==> src/rtl/tohost_pkg.sv <==
// Shared definitions for the tohost test-status responder.
// Holds the state encoding (also the externally visible status code),
// default bus addresses and the status-window word offsets.
package tohost_pkg;

  localparam int unsigned ADDR_W = 32;
  localparam int unsigned DATA_W = 32;
  localparam int unsigned HALF_W = 16;

  // Values double as state_code and the status-window state word.
  typedef enum logic [2:0] {
    ST_RUN     = 3'd0,
    ST_PASS    = 3'd1,
    ST_FAIL    = 3'd2,
    ST_ERROR   = 3'd3,
    ST_TIMEOUT = 3'd4
  } state_t;

  localparam logic [ADDR_W-1:0] TOHOST_ADDR_D = 32'd32;
  localparam logic [ADDR_W-1:0] HALF_ADDR_D   = 32'd16;
  localparam logic [ADDR_W-1:0] STATUS_ADDR_D = 32'd48;

  localparam logic [ADDR_W-1:0] OFF_STATE  = 32'd0;
  localparam logic [ADDR_W-1:0] OFF_CYCLES = 32'd4;
  localparam logic [ADDR_W-1:0] OFF_HALF   = 32'd8;
  localparam logic [ADDR_W-1:0] OFF_ERR    = 32'd12;

endpackage

==> src/rtl/tohost_monitor_if.sv <==
// Data-memory bus between the RV32I core and the tohost monitor.
//   MemWrite  : store strobe (core -> monitor)
//   DataAdr   : byte address (core -> monitor)
//   WriteData : store data (core -> monitor)
//   ReadData  : combinational status readback (monitor -> core)
interface tohost_monitor_if;
  import tohost_pkg::*;

  logic              MemWrite;
  logic [ADDR_W-1:0] DataAdr;
  logic [DATA_W-1:0] WriteData;
  logic [DATA_W-1:0] ReadData;

  modport master (output MemWrite, output DataAdr, output WriteData, input ReadData);
  modport slave  (input MemWrite, input DataAdr, input WriteData, output ReadData);
endinterface

==> src/rtl/sat_counter.sv <==
// Saturating up-counter with synchronous clear.
//   clk : clock
//   clr : synchronous clear, dominates inc
//   inc : count enable; holds at all-ones once reached
//   q   : registered count
module sat_counter #(
  parameter int unsigned W = 32
) (
  input  logic         clk,
  input  logic         clr,
  input  logic         inc,
  output logic [W-1:0] q
);

  always_ff @(posedge clk) begin
    if (clr) begin
      q <= '0;
    end else if (inc && (q != '1)) begin
      q <= q + W'(1);
    end
  end

endmodule

==> src/rtl/tohost_monitor.sv <==
// Test-status responder on the RV32I data-memory write bus.
// Watches stores: tohost word ends the test (1 pass, 0 fail, else error),
// the half address is permitted traffic, anything else is an error.
// A watchdog forces TIMEOUT after TIMEOUT cycles in RUN (0 disables).
//   clk, reset : clock, synchronous active-high reset
//   bus        : slave side of the data-memory bus (ReadData combinational)
//   done, pass : terminal / passed flags
//   state_code : RUN=0 PASS=1 FAIL=2 ERROR=3 TIMEOUT=4
//   cycles     : saturating RUN cycle count
//   half_count : saturating count of half-address stores
//   last_half  : low half of the most recent half-address store
//   err_addr, err_data : first offending store
module tohost_monitor
  import tohost_pkg::*;
#(
  parameter logic [ADDR_W-1:0] TOHOST_ADDR = TOHOST_ADDR_D,
  parameter logic [ADDR_W-1:0] HALF_ADDR   = HALF_ADDR_D,
  parameter logic [ADDR_W-1:0] STATUS_ADDR = STATUS_ADDR_D,
  parameter int unsigned       TIMEOUT     = 100000,
  parameter int unsigned       CNT_W       = 32
) (
  input  logic              clk,
  input  logic              reset,
  tohost_monitor_if.slave   bus,
  output logic              done,
  output logic              pass,
  output logic [2:0]        state_code,
  output logic [CNT_W-1:0]  cycles,
  output logic [CNT_W-1:0]  half_count,
  output logic [HALF_W-1:0] last_half,
  output logic [ADDR_W-1:0] err_addr,
  output logic [DATA_W-1:0] err_data
);

  // Count value seen at the edge on which the watchdog fires.
  localparam logic [CNT_W-1:0] WD_LAST = CNT_W'(TIMEOUT - 1);

  state_t state_q, state_d;
  logic   cyc_inc_c, half_inc_c, err_cap_c;

  // Next-state decode: stores only matter while in RUN.
  always_comb begin
    state_d    = state_q;
    cyc_inc_c  = 1'b0;
    half_inc_c = 1'b0;
    err_cap_c  = 1'b0;
    if (state_q == ST_RUN) begin
      cyc_inc_c = 1'b1;
      if (bus.MemWrite) begin
        if (bus.DataAdr == TOHOST_ADDR) begin
          if (bus.WriteData == 32'd1) begin
            state_d = ST_PASS;
          end else if (bus.WriteData == 32'd0) begin
            state_d = ST_FAIL;
          end else begin
            state_d   = ST_ERROR;
            err_cap_c = 1'b1;
          end
        end else if (bus.DataAdr == HALF_ADDR) begin
          half_inc_c = 1'b1;
        end else begin
          state_d   = ST_ERROR;
          err_cap_c = 1'b1;
        end
      end
      // A terminating store on the expiry edge wins over the watchdog.
      if ((TIMEOUT != 0) && (state_d == ST_RUN) && (cycles == WD_LAST)) begin
        state_d = ST_TIMEOUT;
      end
    end
  end

  // State, flags and capture registers.
  always_ff @(posedge clk) begin
    if (reset) begin
      state_q   <= ST_RUN;
      done      <= 1'b0;
      pass      <= 1'b0;
      last_half <= '0;
      err_addr  <= '0;
      err_data  <= '0;
    end else begin
      state_q <= state_d;
      done    <= (state_d != ST_RUN);
      pass    <= (state_d == ST_PASS);
      if (half_inc_c) begin
        last_half <= bus.WriteData[HALF_W-1:0];
      end
      if (err_cap_c) begin
        err_addr <= bus.DataAdr;
        err_data <= bus.WriteData;
      end
    end
  end

  assign state_code = state_q;

  sat_counter #(.W(CNT_W)) u_cycles (
    .clk (clk),
    .clr (reset),
    .inc (cyc_inc_c),
    .q   (cycles)
  );

  sat_counter #(.W(CNT_W)) u_half (
    .clk (clk),
    .clr (reset),
    .inc (half_inc_c),
    .q   (half_count)
  );

  // Status window readback; zero everywhere else.
  always_comb begin
    bus.ReadData = '0;
    if (bus.DataAdr == STATUS_ADDR + OFF_STATE) begin
      bus.ReadData = {29'b0, state_q};
    end else if (bus.DataAdr == STATUS_ADDR + OFF_CYCLES) begin
      bus.ReadData = 32'(cycles);
    end else if (bus.DataAdr == STATUS_ADDR + OFF_HALF) begin
      bus.ReadData = 32'(half_count);
    end else if (bus.DataAdr == STATUS_ADDR + OFF_ERR) begin
      bus.ReadData = err_addr;
    end
  end

endmodule

==> src/flat_wrapper.sv <==
// flat-port wrapper written by rule: the top's interface ports become plain ports
module tohost_monitor_flat import tohost_pkg::*;
#(
  parameter logic [ADDR_W-1:0] TOHOST_ADDR = TOHOST_ADDR_D,
  parameter logic [ADDR_W-1:0] HALF_ADDR   = HALF_ADDR_D,
  parameter logic [ADDR_W-1:0] STATUS_ADDR = STATUS_ADDR_D,
  parameter int unsigned       TIMEOUT     = 100000,
  parameter int unsigned       CNT_W       = 32
)
  (clk, reset, done, pass, state_code, cycles, half_count, last_half, err_addr, err_data, bus_MemWrite, bus_DataAdr, bus_WriteData, bus_ReadData);
  tohost_monitor_if bus_i ();
  input  logic clk;
  input  logic reset;
  output logic done;
  output logic pass;
  output logic [2:0] state_code;
  output logic [CNT_W-1:0] cycles;
  output logic [CNT_W-1:0] half_count;
  output logic [HALF_W-1:0] last_half;
  output logic [ADDR_W-1:0] err_addr;
  output logic [DATA_W-1:0] err_data;
  input wire logic [$bits(bus_i.MemWrite)-1:0] bus_MemWrite;
  input wire logic [$bits(bus_i.DataAdr)-1:0] bus_DataAdr;
  input wire logic [$bits(bus_i.WriteData)-1:0] bus_WriteData;
  output wire logic [$bits(bus_i.ReadData)-1:0] bus_ReadData;
  assign bus_i.MemWrite = bus_MemWrite;
  assign bus_i.DataAdr = bus_DataAdr;
  assign bus_i.WriteData = bus_WriteData;
  assign bus_ReadData = bus_i.ReadData;
  tohost_monitor #(.TOHOST_ADDR(TOHOST_ADDR), .HALF_ADDR(HALF_ADDR), .STATUS_ADDR(STATUS_ADDR), .TIMEOUT(TIMEOUT), .CNT_W(CNT_W)) u_core (.clk(clk), .reset(reset), .bus(bus_i), .done(done), .pass(pass), .state_code(state_code), .cycles(cycles), .half_count(half_count), .last_half(last_half), .err_addr(err_addr), .err_data(err_data));
endmodule
==> config.mk <==
export PLATFORM = sky130hd
export DESIGN_NAME = tohost_monitor_flat
export DESIGN_NICKNAME = d
export VERILOG_FILES = /design/src/rtl/tohost_pkg.sv /design/src/rtl/tohost_monitor_if.sv /design/src/rtl/sat_counter.sv /design/src/rtl/tohost_monitor.sv /design/src/flat_wrapper.sv
export SDC_FILE = /design/constraint.sdc
export NUM_CORES = 1
export LEC_CHECK = 0
export ABC_AREA = 0
export BUFFER_PORTS_ARGS = -buffer_cell sky130_fd_sc_hd__buf_2
export CORE_MARGIN = 4
export CORE_UTILIZATION = 30
export DETAILED_ROUTE_END_ITERATION = 12
export GPL_ROUTABILITY_DRIVEN = 0
export PLACE_DENSITY = 0.54
export SETUP_SLACK_MARGIN = 0.02
export SLEW_MARGIN = 20
export SYNTH_ARGS = -nofsm -noshare
export SYNTH_HDL_FRONTEND = slang
export SYNTH_SLANG_ARGS = --single-unit
export TNS_END_PERCENT = 30
==> constraint.sdc <==
create_clock -name clk -period 2.35 [get_ports clk]
set_input_delay 0.5875 -clock clk [delete_from_list [all_inputs] [get_ports clk]]
set_output_delay 0.5875 -clock clk [all_outputs]
set_load 0.1 [all_outputs]
==> Flow_metrics.wiki <==
{| class="wikitable"
! Metric !! Value
|-
| Global-route wire length before repair || 44100 µm
|-
| Outcome || finished, violations left
|-
| Die Y || 161 µm
|-
| Cells traversed along the worst timing path || buf_8, nor4_4, buf_4, nand4_1, nor2_2, nand3_4, buf_12, nor2_4, buf_12
|-
| EDFF count, synth || 0
|-
| Largest stage delay, worst path || 0.26 ns
|-
| Number of vias after detailed routing || around 7600
|-
| Global routing usage on met1 || 0.274
|-
| Buffer type at the clock tree root || sky130_fd_sc_hd__clkbuf_16
|-
| Global routing met3 resource utilization || 0.0592
|-
| Detailed placement HPWL || about 22000 µm
|-
| Number of nets in the final layout || around 1300
|-
| Number of sinks on the clock net || roughly 150
|-
| Number of buffers inserted by port buffering || between 200 and 250
|-
| Startpoint of the tightest hold check path || bus_WriteData[26]
|-
| Final number of hold-violating endpoints || 0
|-
| # rows || 55
|-
| CTS max path bufs || 2
|-
| Element type at the critical path start || input pin
|-
| Number of max-slew violations in the final report || 0
|-
| Total congestion overflow after global routing || 0
|-
| Portion of total power attributed to the clock network || 0.397
|-
| Min-Delay Endpoint || u_core.err_data[26]
|-
| Worst R2R Start || u_core.u_half.q[6]
|-
| Power Internal || roughly 4.3 mW
|-
| Count of TritonRoute iterations in the first routing pass || 5
|-
| Setup Fix Bufs, Post-CTS || 0
|-
| Seq/Total Area, Yosys || 0.423
|-
| Largest vdd supply drop || about 0.39 mV
|-
| Sw frac || 0.357
|-
| Io pins || between 200 and 250
|-
| Die width || around 160 µm
|-
| Most frequent CP cell || sky130_fd_sc_hd__buf_12
|-
| Initial antenna violation count || 2
|-
| Post-CTS Hold Fix Bufs || 0
|-
| Mapped cell area || between 7000 and 8000 µm²
|-
| Core area || about 23000 µm²
|-
| Pin count of the biggest net entering global routing || between 40 and 50
|-
| Final Cycle Share || 1.16
|-
| Number of remaining DRC errors || 0
|-
| Post-Syn Nets || 952
|-
| Worst path buffer plus inverter count || 4
|-
| Total of max-cap violations || 0
|-
| Async SR Flop Fraction || 0
|-
| Average wire per cell in the routed design || 19.0 µm
|-
| Diodes inserted || 0
|-
| Part of the power in combinational logic || 0.205
|-
| Type of the most critical hold path || in2reg
|-
| Share of post-route cells with drive strength above 1 || 0.409
|-
| Final clock skew || approximately 0.012 ns
|-
| Arr. time, crit path || roughly 2.2 ns
|-
| Final Instance Count excl. Fillers || 1511
|-
| Average cell area after synthesis || 7.98 µm²
|-
| Skew-Pair Late Insertion Delay || ~0.42 ns
|-
| Worst hold stages || 3
|-
| Crit path capture type || primary output
|-
| Setup slack of the worst register-to-register path || ~0.15 ns
|-
| Clock-pin slew reported for the worst setup and hold paths after clock tree synthesis || roughly 0.070 ns
|-
| Filler cells || between 2000 and 2500
|-
| Total routed wirelength || between 20000 and 30000 µm
|-
| Power Density || around 620 nW/µm²
|-
| Layout-stage area growth over the synthesis result || 54.0%
|-
| WHS || about 0.41 ns
|-
| Kind of cell with the highest combined delay on the critical path || simple AND/OR/NAND/NOR gates
|-
| Worst setup path category || in2out
|-
| Met2 routing resource usage after global routing || 0.356
|-
| Post-route ant nets || 0
|-
| Reported leakage power || between 4 and 5 nW
|-
| GRT Overall Usage || 0.215
|-
| Count of synthesis-stage warnings from yosys || 0
|-
| Violated checks || setup timing
|-
| Total Die Area || around 26000 µm²
|-
| R2r endpoint || u_core.u_half.q[18]
|-
| Total of endpoints with negative setup slack in the final report || 32
|-
| Maximum frequency from static timing analysis || 366 MHz
|-
| Number of synthesized register bits || between 100 and 150
|-
| Critical-path maximum fanout || 21
|-
| Number of cell instances on the worst register-to-register path || 7
|-
| Synthesized instance count || 883
|-
| Worst slew pin tran || ~0.61 ns
|-
| CTS tree || built
|-
| Most Crowded Layer GR || met2
|-
| CTS Buf Count || 17
|-
| Worst path slowest cell || sky130_fd_sc_hd__nor4_4
|-
| Required time at the endpoint of the critical path || 1.76 ns
|-
| Placed cells || 1479
|-
| Ratio of routed vias to standard cells || about 5.0
|-
| H-tree depth reported by CTS || 4
|-
| Drt first-iter violations || about 500
|-
| Primary flip-flop cell chosen by synthesis mapping || sky130_fd_sc_hd__dfxtp_1
|-
| Vias in the first global route || ~7400
|-
| Unique masters post-synth || 52
|-
| Power dissipated by switching net loads || ~2.4 mW
|-
| Part of the total power dissipated in sequential elements || 0.398
|-
| Final critical path time including I/O delays and setup || about 2.7 ns
|-
| Final setup margin || -0.386 ns
|-
| Unrepaired setup endpoints after global routing || true
|-
| Initial Util || 0.309
|-
| Remaining max-slew budget at the tightest pin || 0.586
|}
[cell usage after synthesis (10+ instances only)]
master / n / area share
sky130_fd_sc_hd__a21oi_1: 95 / 0.067
sky130_fd_sc_hd__a22oi_1: 29 / 0.031
sky130_fd_sc_hd__nor2_1: 92 / 0.049
sky130_fd_sc_hd__xor2_1: 38 / 0.047
sky130_fd_sc_hd__and4_1: 12 / 0.015
sky130_fd_sc_hd__clkbuf_1: 39 / 0.021
sky130_fd_sc_hd__dfxtp_1: 149 / 0.42
sky130_fd_sc_hd__and3_1: 10 / 0.0089
sky130_fd_sc_hd__nor4_1: 25 / 0.022
sky130_fd_sc_hd__nand4_1: 32 / 0.028
sky130_fd_sc_hd__mux2_2: 27 / 0.043
sky130_fd_sc_hd__nand3_1: 27 / 0.019
sky130_fd_sc_hd__nand2_1: 192 / 0.10
[state kept, by name (all words and copies together) (netlist names)]
register / count
u_core.u_cycles.q: 32
u_core.err_data: 32
u_core.state_code: 3
u_core.done: 1
u_core.pass: 1
u_core.u_half.q: 32
u_core.last_half: 16
u_core.err_addr: 32
[repair_timing]
| action | in CTS | in global routing |
|---|---|---|
| pin swaps | 2 | 0 |
| endpoints found under the setup margin | 36 | 40 |
| gates resized for setup | 12 | 4 |
[worst reg2reg max path: stages (launching register included)]
cell	delay, ns
sky130_fd_sc_hd__dfxtp_4	0.39
sky130_fd_sc_hd__nand4_1	0.14
sky130_fd_sc_hd__or4_4	0.55
sky130_fd_sc_hd__or4_4	0.48
sky130_fd_sc_hd__buf_4	0.20
sky130_fd_sc_hd__nand3_1	0.09
sky130_fd_sc_hd__xor2_1	0.17
sky130_fd_sc_hd__nor2_1	0.07
[stage by stage]
step                utilization  total power, mW  setup TNS [ns]  cell area (µm²)  setup WS, ns
CTS                       0.474             6.77          -13.16            10800        -0.442
global placement          0.447             4.09          -30.45            10200        -0.481
finish                    0.475             6.70          -11.00            10900        -0.386
floorplan                     -             3.67          -21.12             7520        -0.464
global route              0.475             6.96          -14.16            10900        -0.479
detailed placement        0.447             4.10          -36.39            10200        -0.530
[area by class of cell]
class / count / area [µm²] / share of cell area
Multi-Input combinational cell: 673 / 4220 / 0.388
Inverter: 6 / 22.5 / 0.00208
Clock buffer: 17 / 425 / 0.0392
Sequential cell: 149 / 3080 / 0.283
Tap cell: 313 / 392 / 0.0361
Clock inverter: 15 / 136 / 0.0126
Timing Repair Buffer: 338 / 2580 / 0.238
[layer usage]
layer	part of all wire	vias to the layer above	wire length (µm)
met5	0.00073	-	21
met4	0.023	4	654
met3	0.078	31	2240
met2	0.47	296	13400
met1	0.43	3560	12300
li1	-	3707	-
[worst max-delay path by stage]
stage | startpoint | endpoint | slack (ns) | depth (start not counted)
after floorplan | bus_DataAdr[6] | bus_ReadData[2] | -0.46 | 6
after global placement | bus_DataAdr[20] | bus_ReadData[29] | -0.48 | 8
after detailed placement | bus_DataAdr[20] | bus_ReadData[18] | -0.53 | 8
after CTS | bus_DataAdr[14] | bus_ReadData[18] | -0.44 | 9
after global routing | bus_DataAdr[14] | bus_ReadData[22] | -0.48 | 9
final | bus_DataAdr[14] | bus_ReadData[18] | -0.39 | 9
[cells in the final DEF (no fill, tap or decap), drive strengths merged, types with 2 or more instances in the layout]
cell type	n
clkinvlp	2
and3	10
clkinv	3
o31ai	2
a211oi	2
a21oi	95
mux2	27
xnor2	9
nor2	92
o21ai	15
ha	2
or4	6
nor3	9
inv	16
or3	9
buf	338
dfxtp	149
nor4b	4
nor2b	7
a22oi	29
and2	6
mux4	3
nand4	34
nand3	28
nand2	193
xor2	38
and4	12
clkbuf	17
nor4	27
a311oi	2
[logic make-up after synthesis]
kind of cell	synth area share
adder cells (fa/ha/maj)	0.00355
multiplexers	0.0541
buffers and inverters	0.0359
AO/OA/AOI/OAI	0.124
AND/OR/NAND/NOR	0.301
flip-flops	0.423
XOR/XNOR	0.0584
[power groups by stage]
stage	Clock (mW)	Combinational, mW	Sequential [mW]
final	2.66	1.37	2.67
after global routing	2.84	1.44	2.68
after CTS	2.72	1.38	2.67
after detailed placement	0	1.37	2.73
after global placement	0	1.37	2.72
after floorplan	0	0.304	3.37
(Power assumes the default switching activity.)
